==> src/rtl/joy_db15_tx_if.sv <==
// Host-facing signal bundle of the DB15 shift-chain emulator.
// The master side is the host/stimulus; the slave side is the emulated adapter.
interface joy_db15_tx_if;
  logic        joy_clk_in;
  logic        joy_load_in;
  logic [15:0] joystick1;
  logic [15:0] joystick2;
  logic        joy_data_out;
  logic        frame_done;
  logic [5:0]  bit_cnt;
  logic        host_active;

  modport master (
    output joy_clk_in, joy_load_in, joystick1, joystick2,
    input  joy_data_out, frame_done, bit_cnt, host_active
  );

  modport slave (
    input  joy_clk_in, joy_load_in, joystick1, joystick2,
    output joy_data_out, frame_done, bit_cnt, host_active
  );
endinterface

==> src/rtl/joy_db15_tx.sv <==
// Device-side model of the DB15 adapter's parallel-in/serial-out chain:
// answers host JOY_LOAD/JOY_CLK strobes with active-low serial button data.
module joy_db15_tx #(
  parameter int          PLAYERS     = 2,
  parameter int          SYNC_STAGES = 2,
  parameter logic [23:0] TIMEOUT     = 24'd4800000
) (
  input logic          clk,
  input logic          RESET_N,
  joy_db15_tx_if.slave joy
);

  localparam int         FRAME_BITS = 16 * PLAYERS;
  localparam logic [5:0] FRAME_CNT  = 6'(FRAME_BITS);
  localparam logic [5:0] LAST_CNT   = 6'(FRAME_BITS - 1);

  logic [SYNC_STAGES-1:0] clk_sync_r;
  logic [SYNC_STAGES-1:0] load_sync_r;
  logic                   clk_prev_r;
  logic                   load_prev_r;
  logic [FRAME_BITS-1:0]  sr_r;
  logic                   data_r;
  logic                   frame_done_r;
  logic [5:0]             bit_cnt_r;
  logic                   host_active_r;
  logic [23:0]            wd_r;

  logic                   clk_rise_s;
  logic                   load_low_s;
  logic                   load_fall_s;
  logic [31:0]            word_full_s;
  logic [FRAME_BITS-1:0]  load_word_s;

  assign clk_rise_s  = clk_sync_r[SYNC_STAGES-1] & ~clk_prev_r;
  assign load_low_s  = ~load_sync_r[SYNC_STAGES-1];
  assign load_fall_s = load_low_s & load_prev_r;
  // Player 1 sits in the low half so joystick1[0] is the first bit out.
  assign word_full_s = ~{joy.joystick2, joy.joystick1};
  assign load_word_s = word_full_s[FRAME_BITS-1:0];

  // Synchronize host strobes and keep one extra copy for edge detection.
  always_ff @(posedge clk or negedge RESET_N) begin
    if (!RESET_N) begin
      clk_sync_r  <= '1;
      load_sync_r <= '1;
      clk_prev_r  <= 1'b1;
      load_prev_r <= 1'b1;
    end else begin
      clk_sync_r  <= {clk_sync_r[SYNC_STAGES-2:0], joy.joy_clk_in};
      load_sync_r <= {load_sync_r[SYNC_STAGES-2:0], joy.joy_load_in};
      clk_prev_r  <= clk_sync_r[SYNC_STAGES-1];
      load_prev_r <= load_sync_r[SYNC_STAGES-1];
    end
  end

  // Shift chain: level-sensitive load wins over a coincident shift edge.
  always_ff @(posedge clk or negedge RESET_N) begin
    if (!RESET_N) begin
      sr_r         <= '1;
      data_r       <= 1'b1;
      bit_cnt_r    <= 6'd0;
      frame_done_r <= 1'b0;
    end else begin
      data_r <= sr_r[0];
      if (load_low_s) begin
        sr_r         <= load_word_s;
        bit_cnt_r    <= 6'd0;
        frame_done_r <= 1'b0;
      end else if (clk_rise_s) begin
        sr_r         <= {1'b1, sr_r[FRAME_BITS-1:1]};
        frame_done_r <= (bit_cnt_r == LAST_CNT);
        if (bit_cnt_r != FRAME_CNT) begin
          bit_cnt_r <= bit_cnt_r + 6'd1;
        end else begin
          bit_cnt_r <= bit_cnt_r;
        end
      end else begin
        frame_done_r <= 1'b0;
      end
    end
  end

  // Host watchdog: host_active drops once TIMEOUT clks pass without a load strobe.
  always_ff @(posedge clk or negedge RESET_N) begin
    if (!RESET_N) begin
      wd_r          <= 24'd0;
      host_active_r <= 1'b0;
    end else begin
      if (load_fall_s) begin
        wd_r          <= 24'd0;
        host_active_r <= 1'b1;
      end else if (wd_r != TIMEOUT) begin
        wd_r <= wd_r + 24'd1;
        if (wd_r == TIMEOUT - 24'd1) begin
          host_active_r <= 1'b0;
        end else begin
          host_active_r <= host_active_r;
        end
      end else begin
        host_active_r <= 1'b0;
      end
    end
  end

  assign joy.joy_data_out = data_r;
  assign joy.frame_done   = frame_done_r;
  assign joy.bit_cnt      = bit_cnt_r;
  assign joy.host_active  = host_active_r;

endmodule

==> src/flat_wrapper.sv <==
// flat-port wrapper written by rule: the top's interface ports become plain ports
module joy_db15_tx_flat 
#(
  parameter int          PLAYERS     = 2,
  parameter int          SYNC_STAGES = 2,
  parameter logic [23:0] TIMEOUT     = 24'd4800000
)
  (clk, RESET_N, joy_joy_clk_in, joy_joy_load_in, joy_joystick1, joy_joystick2, joy_joy_data_out, joy_frame_done, joy_bit_cnt, joy_host_active);
  joy_db15_tx_if joy_i ();
  input logic clk;
  input logic RESET_N;
  input wire logic [$bits(joy_i.joy_clk_in)-1:0] joy_joy_clk_in;
  input wire logic [$bits(joy_i.joy_load_in)-1:0] joy_joy_load_in;
  input wire logic [$bits(joy_i.joystick1)-1:0] joy_joystick1;
  input wire logic [$bits(joy_i.joystick2)-1:0] joy_joystick2;
  output wire logic [$bits(joy_i.joy_data_out)-1:0] joy_joy_data_out;
  output wire logic [$bits(joy_i.frame_done)-1:0] joy_frame_done;
  output wire logic [$bits(joy_i.bit_cnt)-1:0] joy_bit_cnt;
  output wire logic [$bits(joy_i.host_active)-1:0] joy_host_active;
  assign joy_i.joy_clk_in = joy_joy_clk_in;
  assign joy_i.joy_load_in = joy_joy_load_in;
  assign joy_i.joystick1 = joy_joystick1;
  assign joy_i.joystick2 = joy_joystick2;
  assign joy_joy_data_out = joy_i.joy_data_out;
  assign joy_frame_done = joy_i.frame_done;
  assign joy_bit_cnt = joy_i.bit_cnt;
  assign joy_host_active = joy_i.host_active;
  joy_db15_tx #(.PLAYERS(PLAYERS), .SYNC_STAGES(SYNC_STAGES), .TIMEOUT(TIMEOUT)) u_core (.clk(clk), .RESET_N(RESET_N), .joy(joy_i));
endmodule
==> config.mk <==
export PLATFORM = sky130hd
export DESIGN_NAME = joy_db15_tx_flat
export DESIGN_NICKNAME = d
export VERILOG_FILES = /design/src/rtl/joy_db15_tx_if.sv /design/src/rtl/joy_db15_tx.sv /design/src/flat_wrapper.sv
export SDC_FILE = /design/constraint.sdc
export NUM_CORES = 1
export LEC_CHECK = 0
export CORE_MARGIN = 10
export CORE_UTILIZATION = 59
export DETAILED_ROUTE_END_ITERATION = 7
export PLACE_DENSITY = 0.85
export REMOVE_ABC_BUFFERS = 1
export SLEW_MARGIN = 25
export SYNTH_ARGS = -nofsm -noshare
export SYNTH_HDL_FRONTEND = slang
export SYNTH_SLANG_ARGS = --single-unit
==> constraint.sdc <==
create_clock -name clk -period 4.7 [get_ports clk]
set_input_delay 0.47 -clock clk [delete_from_list [all_inputs] [get_ports clk]]
set_output_delay 0.47 -clock clk [all_outputs]
set_load 0.005 [all_outputs]
==> reports/qor.yml <==
status: "completed"
synth_flop_cell: "dfstp_2"
cts_buffer_depth: 2
grt_pass1_wl_um: 12000
finalCritPeriodShare: 0.462
yosys-top-cells-area: "dfstp_2 30%, dfrtp_1 23%, mux2i_1 20%"
synth-seq-cells: 71
clk_latency_ns: 0.34
vias_per_cell: 5.77
drtPass1Iterations: 5
synth_cell_types: 37
critPathCaptureType: "flop"
synth_common_cells: "69 x mux2i_1, 39 x dfstp_2, 32 x dfrtp_1"
holdCritPathClass: "input pin to async pin"
rsz0062_at_grt: "no"
yosys.area.top_type: "dfstp_2"
hold_viol: 0
synth_cells: 297
antenna_cells: 0
final_core_util: 0.741
synthArstFlopShare: 1.00
layout-drive-gt1-share: 0.177
maxCapViolCount: 0
drt-initial-drc-count: 113
cts.sinks: 71
core_area_sq_um: 5570
ant_nets: 0
synth.most_common_cell: "mux2i_1"
max_freq_mhz: 460
cts-root-buf: "clkbuf_8"
synth_top_area_share: 0.297
cp.required_ns: 4.97
grt_max_degree: 72
leakagePower_nw: 1.82
antenna_found_initial: 0
tightestPinTransition_ns: 1.03
postCtsSetupBuffers: 0
finalSetupViolations: 0
via_count: 2408
grt-ovfl-total: 0
ios: 45
critical_path.startpoint_type: "flop"
ff2ff_path_depth: 5
r2r-end: "u_core.wd_r[18]"
die_area_sq_um: 9290
p_per_area_nw_per_um2: 338
io_buffers: 44
wirelength_um: 7040
nets: 380
power_w: 0.00140
syn_avg_cell_area_sq_um: 11.6
cts-hold-fix-buffers: 0
rr_startpoint: "u_core.wd_r[0]"
grt_pass1_vias: 2500
place_congestion: 0.859
clk_pin_slew_ns: 0.07
tritoncts: "built"
cp_data_arrival_time_ns: 2.44
rows: 27
fp.dieH_um: 96.4
ys_seq_area_frac: 0.530
place_hpwl_um: 4590
htreeDepth: 3
period_minus_slack_ns: 2.17
crit_path_max_fanout: 7
yosysWarnings: 0
wl_per_cell_um: 16.9
tns_ns: 0
start_util: 0.618
syn_to_final_growth_pct: 19.9
rrSetupSlack_ns: 2.53
synth_edf_count: 0
fin_skew_ns: 0.00801
crit_type: "flop to flop"
irDropWorstVdd_mv: 0.268
synth_area_sq_um: 3440
slew_violations: 0
relSlewSlack: 0.312
cts-resized-gates: 0
cts_buffers: 9
grtUsageTotal: 0.165
drc: 0
die_w_um: 96.4
[state kept, by name (all words and copies together), names as in the netlist]
signal                   flops
u_core.joy.host_active       1
u_core.joy.frame_done        1
u_core.sr_r                 32
u_core.clk_sync_r            2
u_core.load_sync_r           2
u_core.joy.bit_cnt           6
u_core.clk_prev_r            1
u_core.load_prev_r           1
u_core.joy.joy_data_out      1
u_core.wd_r                 24
[stage by stage]
step / setup WS [ns] / hold slack (ns) / instances / area (sq um)
global route: 2.44 / 0.358 / 417 / 4130
detailed placement: 2.55 / 0.351 / 401 / 3930
CTS: 2.54 / 0.336 / 417 / 4130
global placement: 2.59 / 0.348 / 401 / 3930
finish: 2.53 / 0.305 / 417 / 4130
floorplan: 2.35 / 0.174 / 283 / 3380
[metal layers]
layer / GRT usage / vias up / routed length [um]
met4: 0.0472 / 0 / 67
met2: 0.265 / 65 / 3530
met5: 0 / - / 0
li1: - / 1151 / -
met1: 0.207 / 1183 / 2970
met3: 0.0563 / 9 / 473
[final cells by class]
class,count,area [sq um]
Fill cell,392,1440
Clock buffer,13,160
Sequential cell,71,1830
Clock inverter,3,40.0
Multi-Input combinational cell,204,1530
Inverter,8,30.0
Tap cell,72,90.1
Timing Repair Buffer,46,450
[worst max-delay path: stages (launching register included)]
cell and delay [ns]:
dfrtp_1 0.41, ha_1 0.31, nand3_1 0.12, or4_1 0.56
or4_1 0.55, a21oi_1 0.16
[power by group]
part	internal, W	switching, W	total (W)
Sequential	0.000692	0.0000507	0.000742
Combinational	0.0000904	0.0000722	0.000163
Clock	0.000276	0.000215	0.000492
Total	0.00106	0.000338	0.00140
[layout by cell type (no fill, tap or decap), drive strengths merged, types with 2 or more instances in the layout]
| cell | count |
|---|---|
| nand3b | 2 |
| nor4 | 4 |
| inv | 8 |
| xnor2 | 8 |
| nand4 | 7 |
| nor3 | 7 |
| or4 | 6 |
| o31ai | 4 |
| and2 | 5 |
| and4 | 2 |
| clkbuf | 13 |
| dfrtp | 32 |
| buf | 3 |
| ha | 4 |
| clkdlybuf4s50 | 43 |
| nand3 | 10 |
| nor4b | 2 |
| nand2 | 18 |
| or3 | 7 |
| nor4bb | 2 |
| o21ai | 8 |
| nor2b | 3 |
| mux2i | 69 |
| xor2 | 5 |
| a21oi | 10 |
| nor2 | 11 |
| nand2b | 6 |
| dfstp | 39 |
| clkinv | 2 |
[cells by family after synthesis]
| logic type | after synthesis | share of synthesized area |
|---|---|---|
| muxes | 69 | 0.201 |
| adders and majority gates | 4 | 0.0145 |
| xor gates and xnor gates | 13 | 0.0331 |
| AOI/OAI and AO/OA | 24 | 0.0396 |
| buffers and inverters | 22 | 0.0265 |
| and+or+nand+nor | 94 | 0.156 |
| DFF | 71 | 0.530 |
[worst max path at each step]
| stage | from | end | slack, ns | cells past startpoint |
|---|---|---|---|---|
| 3_5_place_dp | u_core.load_sync_r[1] | u_core.wd_r[2] | 2.55 | 3 |
| 4_1_cts | u_core.wd_r[0] | u_core.wd_r[18] | 2.54 | 5 |
| 6_report | u_core.wd_r[0] | u_core.wd_r[18] | 2.53 | 5 |
| 5_1_grt | u_core.wd_r[0] | u_core.wd_r[18] | 2.44 | 5 |
| 3_3_place_gp | u_core.load_sync_r[1] | u_core.wd_r[1] | 2.59 | 3 |
| 2_1_floorplan | u_core.clk_prev_r | u_core.joy.bit_cnt[0] | 2.35 | 4 |
(Power assumes the default switching activity.)
